### src/rtl/nibble_add_seq.sv
// Nibble-serial adder/subtractor: one 4-bit adder slice is reused for NIBBLES
// cycles, LSB nibble first, and the full-width result is registered on completion.
module nibble_add_seq #(
    parameter int NIBBLES = 4
) (
    input  logic                   clk,
    input  logic                   rst,
    input  logic                   start,
    input  logic [4*NIBBLES-1:0]   a,
    input  logic [4*NIBBLES-1:0]   b,
    input  logic                   cin,
    input  logic                   sub,
    output logic                   busy,
    output logic                   done,
    output logic [4*NIBBLES-1:0]   s,
    output logic                   cout,
    output logic                   ovf
);

    localparam int W  = 4 * NIBBLES;
    localparam int IW = (NIBBLES > 1) ? $clog2(NIBBLES) : 1;
    localparam logic [IW-1:0] LAST_IDX = IW'(NIBBLES - 1);

    typedef enum logic [1:0] {
        IDLE = 2'd0,
        RUN  = 2'd1,
        DONE = 2'd2
    } state_t;

    state_t          state_r;
    state_t          next_state_s;
    logic [W-1:0]    a_r;
    logic [W-1:0]    b_r;
    logic            carry_r;
    logic [IW-1:0]   idx_r;
    logic [W-1:0]    res_r;
    logic [W-1:0]    s_r;
    logic            cout_r;
    logic            ovf_r;
    logic            busy_r;
    logic            done_r;

    logic            load_s;
    logic            last_s;
    logic [3:0]      x_s;
    logic [3:0]      y_s;
    logic [3:0]      lo_s;
    logic [1:0]      hi_s;
    logic            c3_s;
    logic [3:0]      sum_s;
    logic            co_s;
    logic [W-1:0]    final_s;

    // Single 4-bit slice; carry into bit 3 is kept separately for overflow detection
    always_comb begin
        x_s   = a_r[{idx_r, 2'b00} +: 4];
        y_s   = b_r[{idx_r, 2'b00} +: 4];
        lo_s  = {1'b0, x_s[2:0]} + {1'b0, y_s[2:0]} + {3'b000, carry_r};
        c3_s  = lo_s[3];
        hi_s  = {1'b0, x_s[3]} + {1'b0, y_s[3]} + {1'b0, c3_s};
        sum_s = {hi_s[0], lo_s[2:0]};
        co_s  = hi_s[1];
    end

    // Result as it will look once the current nibble is written back
    always_comb begin
        final_s = res_r;
        final_s[{idx_r, 2'b00} +: 4] = sum_s;
    end

    // Next-state logic; a new operation may be accepted from IDLE or straight out of DONE
    always_comb begin
        next_state_s = state_r;
        load_s       = 1'b0;
        last_s       = (idx_r == LAST_IDX);
        case (state_r)
            IDLE: begin
                if (start) begin
                    next_state_s = RUN;
                    load_s       = 1'b1;
                end else begin
                    next_state_s = IDLE;
                end
            end
            RUN: begin
                if (last_s) begin
                    next_state_s = DONE;
                end else begin
                    next_state_s = RUN;
                end
            end
            DONE: begin
                if (start) begin
                    next_state_s = RUN;
                    load_s       = 1'b1;
                end else begin
                    next_state_s = IDLE;
                end
            end
            default: begin
                next_state_s = IDLE;
            end
        endcase
    end

    // State register with registered status flags
    always_ff @(posedge clk) begin
        if (rst) begin
            state_r <= IDLE;
            busy_r  <= 1'b0;
            done_r  <= 1'b0;
        end else begin
            state_r <= next_state_s;
            busy_r  <= (next_state_s == RUN);
            done_r  <= (next_state_s == DONE);
        end
    end

    // Operand capture, per-nibble accumulation and result publication
    always_ff @(posedge clk) begin
        if (rst) begin
            a_r     <= {W{1'b0}};
            b_r     <= {W{1'b0}};
            carry_r <= 1'b0;
            idx_r   <= {IW{1'b0}};
            res_r   <= {W{1'b0}};
            s_r     <= {W{1'b0}};
            cout_r  <= 1'b0;
            ovf_r   <= 1'b0;
        end else begin
            if (load_s) begin
                // Subtraction is a + ~b + 1, so invert b and force the carry
                a_r     <= a;
                b_r     <= sub ? ~b : b;
                carry_r <= sub ? 1'b1 : cin;
                idx_r   <= {IW{1'b0}};
            end else if (state_r == RUN) begin
                res_r[{idx_r, 2'b00} +: 4] <= sum_s;
                carry_r <= co_s;
                idx_r   <= idx_r + IW'(1);
            end
            if ((state_r == RUN) && last_s) begin
                s_r    <= final_s;
                cout_r <= co_s;
                ovf_r  <= c3_s ^ co_s;
            end
        end
    end

    assign busy = busy_r;
    assign done = done_r;
    assign s    = s_r;
    assign cout = cout_r;
    assign ovf  = ovf_r;

endmodule

### config.mk
export PLATFORM = sky130hd
export DESIGN_NAME = nibble_add_seq
export DESIGN_NICKNAME = d
export VERILOG_FILES = /design/src/rtl/nibble_add_seq.sv
export SDC_FILE = /design/constraint.sdc
export NUM_CORES = 1
export LEC_CHECK = 0
export ABC_AREA = 1
export CAP_MARGIN = 15
export CORE_ASPECT_RATIO = 0.8
export CORE_UTILIZATION = 48
export CTS_CLUSTER_SIZE = 28
export DETAILED_ROUTE_END_ITERATION = 12
export GPL_TIMING_DRIVEN = 0
export PLACE_DENSITY = 0.76
export SLEW_MARGIN = 20
export SYNTH_ARGS = -nofsm -noshare
export SYNTH_HDL_FRONTEND = slang
export SYNTH_SLANG_ARGS = --single-unit
### constraint.sdc
create_clock -name clk -period 2.35 [get_ports clk]
set_input_delay 0.3525 -clock clk [delete_from_list [all_inputs] [get_ports clk]]
set_output_delay 0.3525 -clock clk [all_outputs]
set_load 0.005 [all_outputs]
==> results of run 1 <==
==> cells by family after synthesis <==
kind of cell / count (synthesis)
AOI/OAI and AO/OA: 111
DFF: 69
adders and majority gates: 10
and+or+nand+nor: 159
buffers and inverters: 86
xor gates and xnor gates: 16
==> cell type report <==
type	count	area [um^2]	area share (%)
clock buffer	10	138	2.95
multi-input combinational	296	1760	37.7
tap	84	105	2.25
buffer	25	208	4.46
clock inverter	6	110	2.36
sequential	69	1390	29.8
timing repair buffer	72	718	15.4
inverter	61	236	5.07
==> per-layer routing <==
layer	track usage, %	part of all wire [%]
met1	33.5	43
met2	41.6	47
met3	6.75	8.2
met4	11.3	2.3
met5	0	0
==> power by group through the flow <==
stage	combinational (mW)	clock [mW]	sequential, mW
6_report	0.732	1.21	1.29
5_1_grt	0.784	1.26	1.30
4_1_cts	0.654	1.21	1.28
3_5_place_dp	0.548	0	1.31
3_3_place_gp	0.529	0	1.31
2_1_floorplan	0.376	0	1.30
==> cell usage in the layout, fill, tap and decap left out, types with 2 or more instances in the layout <==
cell type and n:
dfxtp_1 67, nand2_1 66, inv_1 55, clkdlybuf4s50_1 55
nor2_1 47, o21ai_0 42, a21oi_1 32, buf_4 17
xnor2_1 16, nand3_1 15, clkbuf_8 10, o21ai_1 8
buf_6 7, clkbuf_1 7, o21a_1 7, ha_1 6
buf_8 5, o21ai_2 5, nor2_2 5, nand2_2 5
or2_2 5, o22ai_1 4, inv_2 4, buf_2 4
a21oi_2 3, o22ai_2 3, nand3_2 3, bufinv_16 3
a32oi_2 2, nor2_4 2, nor3_1 2, nand2_4 2
nand4_2 2, fa_1 2, clkinvlp_4 2, dfxtp_4 2
==> worst max-delay path, cell delays in order, from the launching register on <==
cell	delay, ns
dfxtp_4	0.38
buf_8	0.14
buf_8	0.14
o21ai_4	0.13
o22ai_2	0.11
fa_2	0.41
nand3_2	0.10
nor2b_4	0.16
fa_1	0.41
inv_2	0.10
nand2_4	0.07
nor2_4	0.13
nand2_1	0.07
nand2_1	0.09
o21ai_1	0.07
inv_1	0.05
==> registers in the layout, summed over array words and instances, names as in the netlist <==
signal	count
cout	1
ovf	1
s	16
busy	1
a_r	16
idx_r	2
state_r	2
carry_r	1
res_r	12
done	1
b_r	16
==> final timing paths <==
kind / end / depth (start not counted) / start / slack [ns]
worst max-delay path: res_r[7]$_SDFFE_PP0P_ / 15 / idx_r[0]$_SDFFE_PP0P_ / -0.24
worst min-delay path: b_r[15]$_SDFFE_PP0P_ / 3 / sub / 0.38
worst max register to register: res_r[7]$_SDFFE_PP0P_ / 15 / idx_r[0]$_SDFFE_PP0P_ / -0.24
worst min register to register: s[14]$_SDFFE_PP0P_ / 2 / s[14]$_SDFFE_PP0P_ / 0.47
==> repair_timing <==
| action | CTS | global route |
|---|---|---|
| buffers inserted | 14 | 3 |
| gates resized for setup | 38 | 26 |
| pin swaps | 12 | 17 |
| cloned | 1 | 0 |
| endpoints found under the setup margin | 24 | 20 |
==> metrics by stage <==
stage,area (um^2),utilization (%),std cells
after global routing,4660,70.9,623
after CTS,4540,69.1,621
after global placement,4040,61.5,590
after detailed placement,4040,61.5,590
after floorplan,3390,-,451
final,4660,70.9,623
==> flow_metrics.env, run 1 <==
export IMPL_yosysWarnings=0
export IMPL_place_ws_ns=-0.578
export IMPL_rsz0062_at_grt="true"
export IMPL_ys_flop_type="dfxtp_1"
export IMPL_power_mw=3.23
export IMPL_diodes=0
export IMPL_cts_hold_buffers=0
export IMPL_ant_nets=0
export IMPL_critical_path_class="flop to flop"
export IMPL_drive_gt1_share_pct=19.1
export IMPL_yosysMostFrequentCell="nand2_1"
export IMPL_drtPass1Iterations=5
export IMPL_syn_area_per_cell_um2=7.44
export IMPL_synth_cells=451
export IMPL_period_share_pct=110
export IMPL_power_frac_seq_pct=40.0
export IMPL_power_density_nw_per_um2=693
export IMPL_setup_violations=12
export IMPL_timing_slew_headroom_pct=56.4
export IMPL_synth_compound_area_share_pct=17.9
export IMPL_netlist_top_cells_area="dfxtp_1 41%, o21ai_0 8.2%, nand2_1 7.9%, inv_1 6.6%, nor2_1 6.0%"
export IMPL_root_buffer="clkbuf_8"
export IMPL_synth_fa_ha_area_share_pct=4.40
export IMPL_grt_pass1_vias=3144
export IMPL_routabilityCongestion=0.866
export IMPL_grt_max_degree=13
export IMPL_power_frac_clock_pct=37.4
export IMPL_p_sw_share_pct=28.7
export IMPL_synth_nets=498
export IMPL_max_freq_ghz=0.385
export IMPL_synth_top_cell_by_area="dfxtp_1"
export IMPL_peakVddDrop_uv=351
export IMPL_leakage_nw=2.12
export IMPL_power_switching_mw=0.926
export IMPL_synth_top_cell_area_share_pct=41.2
export IMPL_htree_levels=3
export IMPL_clockBufferDepth=2
export IMPL_via_per_inst=5.36
export IMPL_p_int_mw=2.30
export IMPL_hpwl_mm=6.04
export IMPL_cp_arrival_ns=2.90
export IMPL_synth_common_cells="71 x nand2_1, 69 x dfxtp_1, 59 x inv_1"
export IMPL_initial_core_util_pct=51.0
export IMPL_cts_tree="done"
export IMPL_seq_area_frac_synth_pct=41.2
export IMPL_tightest_slew_ns=0.649
export IMPL_synth_seq_cells=69
export IMPL_violations="negative setup slack"
export IMPL_vias=3337
export IMPL_synth_xor_area_share_pct=4.18
export IMPL_die_width_um=95.5
export IMPL_post_route_min_period_ns=2.59
export IMPL_rows=26
export IMPL_setup_tns_ns=-1.91
export IMPL_die_area_um2=7330
export IMPL_cp_start_kind="flop"
export IMPL_synth_top_family_by_area="simple AND/OR/NAND/NOR gates"
export IMPL_path_max_fanout=5
export IMPL_critPathCaptureType="flop"
export IMPL_fin_ws_ns=-0.245
export IMPL_dieHeight_um=76.8
export IMPL_grt_usage_pct=26.3
export IMPL_combPwrFrac_pct=22.7
export IMPL_muxShareOfSynthArea_pct=0
export IMPL_grt_pass1_wl_mm=14.6
export IMPL_status="complete, but fails checks"
export IMPL_cts_sinks=69
export IMPL_detail_route_wl_per_cell_um=15.4
export IMPL_antenna_found_initial=0
export IMPL_drc=0
export IMPL_overflow=0
export IMPL_fill_cells=508
export IMPL_insertion_delay_ns=0.36
export IMPL_core_um2=6570
export IMPL_syn_area_um2=3350
export IMPL_portBuffers=55
export IMPL_hold_path_class="input port to flop"
export IMPL_hold_viol_final=0
export IMPL_synth_edf_count=0
export IMPL_max_cap_violations=0
export IMPL_drt_initial_drc_count=193
export IMPL_area_growth_pct=39.0
export IMPL_numCtsBuffers=9
export IMPL_synthSimpleGateAreaFrac_pct=20.7
export IMPL_drt_total_wl_mm=9.63
export IMPL_synth_cell_types=31
export IMPL_finalClockSkew_ns=0.00928
export IMPL_whs_ns=0.380
export IMPL_path_clk_slew_ns=0.07
export IMPL_drv_slew=0
export IMPL_io_pins=57
export IMPL_async_flop_share_pct=0
export IMPL_critPathRequiredTime_ns=2.66
export IMPL_nNetsFinal=581
Power figures use the tool's default switching activity.
==> run 2, diff against run 1 <==
==> constraint.sdc (replaced) <==
create_clock -name clk -period 2.35 [get_ports clk]
set_input_delay 0.235 -clock clk [delete_from_list [all_inputs] [get_ports clk]]
set_output_delay 0.235 -clock clk [all_outputs]
set_load 0.005 [all_outputs]
==> results of run 2 <==
The final DEF is identical to that of run 1. Status: complete, but fails checks: negative setup slack.
Main changes from that run: hold slack 0.380 ns -> 0.263 ns
==> run 3, diff against run 2 <==
- GPL_TIMING_DRIVEN: 0 -> unset
- SETUP_SLACK_MARGIN: unset -> 0.1
==> run 3 against run 2 <==
Net effect:
- the flow still finishes with violations (negative setup slack)
- clock skew grew 0.0021 ns
- global-route usage shrank 2.2 points
- sequential share of layout area grew 1.8 points
- count of clock-buffer cells in the layout grew 1
- final cell count shrank 2.7%
- power shrank 6.2%
- worst hold slack gained 0.22 ns
- maximum frequency grew 4.7%
- combinational power shrank 15%
==> flow_metrics.env, run 3 (synthesis gave the netlist of run 1 again) <==
export IMPL_vias=3091
export IMPL_cts_tree="done"
export IMPL_rows=26
export IMPL_dieHeight_um=76.8
export IMPL_drtPass1Iterations=4
export IMPL_path_max_fanout=6
export IMPL_crit_family="adder cells"
export IMPL_final_util_pct=66.8
export IMPL_violations="negative setup slack"
export IMPL_nNetsFinal=564
export IMPL_post_route_min_period_ns=2.48
export IMPL_antenna_found_initial=0
export IMPL_overflow=0
export IMPL_fill_cells=552
export IMPL_io_pins=57
export IMPL_insertion_delay_ns=0.35
export IMPL_hold_path_class="flop to flop"
export IMPL_cts_sinks=69
export IMPL_leakage_nw=2.00
export IMPL_cp_arrival_ns=2.78
export IMPL_area_growth_pct=30.8
export IMPL_critPathRequiredTime_ns=2.65
export IMPL_diodes=0
export IMPL_clockBufferDepth=2
export IMPL_cp_start_kind="flop"
export IMPL_grt_usage_pct=24.1
export IMPL_cp_num_buf_inv=3
export IMPL_cts_hold_buffers=0
export IMPL_final_cell_area_um2=4390
export IMPL_period_share_pct=105
export IMPL_die_width_um=95.5
export IMPL_path_cells="clkinvlp_4, a21oi_2, o21ai_1, o21ai_1, ha_1, nand2_2, nand2_2, nor2b_4, fa_1, inv_2, nand2_2, nor2_2, nand2_1, nand2_2, o21ai_1, inv_1"
export IMPL_hold_viol_final=0
export IMPL_final_cell_mix="67 x dfxtp_1, 65 x nand2_1, 56 x inv_1, 56 x clkdlybuf4s50_1, 52 x nor2_1"
export IMPL_htree_levels=3
export IMPL_root_buffer="clkbuf_8"
export IMPL_grt_max_degree=39
export IMPL_ant_nets=0
export IMPL_max_stage_delay_ns=0.44
export IMPL_tightest_slew_ns=0.655
export IMPL_power_density_nw_per_um2=691
export IMPL_peakVddDrop_uv=410
export IMPL_setup_violations=10
export IMPL_die_area_um2=7330
export IMPL_hpwl_mm=5.56
export IMPL_routabilityCongestion=0.892
export IMPL_grt_pass1_wl_mm=13.4
export IMPL_stdcell_count=606
export IMPL_via_per_inst=5.10
export IMPL_drt_initial_drc_count=156
export IMPL_core_um2=6570
export IMPL_drive_gt1_share_pct=15.1
export IMPL_setup_tns_ns=-0.893
export IMPL_finalClockSkew_ns=0.0114
export IMPL_critical_path_class="flop to flop"
export IMPL_numCtsBuffers=9
export IMPL_grt_pass1_vias=2788
export IMPL_initial_core_util_pct=51.0
export IMPL_rsz0062_at_grt="true"
export IMPL_timing_slew_headroom_pct=56.0
export IMPL_status="complete, but fails checks"
export IMPL_placed_area_um2=4030
export IMPL_max_cap_violations=0
export IMPL_cp_common_cell="nand2_2"
export IMPL_drc=0
export IMPL_drt_total_wl_mm=8.15
export IMPL_critPathCaptureType="flop"
export IMPL_portBuffers=56
export IMPL_cp_slowest_cell="fa_1"
export IMPL_path_clk_slew_ns=0.08
export IMPL_detail_route_wl_per_cell_um=13.5
export IMPL_drv_slew=0
export IMPL_fin_ws_ns=-0.129
export IMPL_place_inst=584
export IMPL_layout_commonest_cell="dfxtp_1"
export IMPL_max_freq_ghz=0.403
-- run 3: per-layer routing --
layer  GRT usage [%]  part of all wire [%]
met3            7.24                   7.4
met2            34.0                    44
met1            33.7                    47
met4            10.0                   1.8
met5               0                     0
-- run 3: area by class of cell --
type                            count  area [um^2]  area share [%]
Multi-Input combinational cell    296         1670            38.0
Sequential cell                    69         1390            31.6
Inverter                           61          235            5.36
Clock inverter                      5         82.6            1.88
Timing Repair inverter              1         7.51           0.171
Tap cell                           84          105            2.40
Clock buffer                       11          151            3.45
Timing Repair Buffer               79          749            17.1
-- run 3: per-stage QoR --
step | hold slack, ns | total power, mW | worst slack (ns)
3_3_place_gp | 0.466 | 1.84 | -0.0729
2_1_floorplan | 0.399 | 1.68 | -0.0477
3_5_place_dp | 0.463 | 1.86 | -0.188
4_1_cts | 0.484 | 2.98 | -0.0871
6_report | 0.483 | 3.03 | -0.129
5_1_grt | 0.498 | 3.17 | -0.325
-- run 3: worst reg2reg max path, delay by kind of cell, from the launching register on --
family	cells	cell delay, ns
AO/OA/AOI/OAI	4	0.39
adder cells (fa/ha/maj)	2	0.74
buffers and inverters	3	0.31
flip-flops	1	0.38
AND/OR/NAND/NOR	7	0.61
-- run 3: path summary, 6_finish.rpt --
| check | startpoint | end | slack (ns) | depth (start not counted) |
|---|---|---|---|---|
| worst max-delay path | idx_r[1]$_SDFFE_PP0P_ | res_r[7]$_SDFFE_PP0P_ | -0.13 | 16 |
| worst min-delay path | s[14]$_SDFFE_PP0P_ | s[14]$_SDFFE_PP0P_ | 0.48 | 2 |
| worst max register to register | idx_r[1]$_SDFFE_PP0P_ | res_r[7]$_SDFFE_PP0P_ | -0.13 | 16 |
| worst min register to register | s[14]$_SDFFE_PP0P_ | s[14]$_SDFFE_PP0P_ | 0.48 | 2 |
-- run 3: report_power, final --
group	internal [mW]	switching, mW	total (mW)	leakage, nW
Sequential	1.24	0.0445	1.29	0.568
Combinational	0.278	0.347	0.625	1.32
Clock	0.657	0.459	1.12	0.120
-- run 3: what timing repair did --
item	in CTS	in global routing
resized for setup	12	17
setup buffers	2	3
gates cloned	1	0
pin swaps	3	6
setup endpoints to repair	22	24
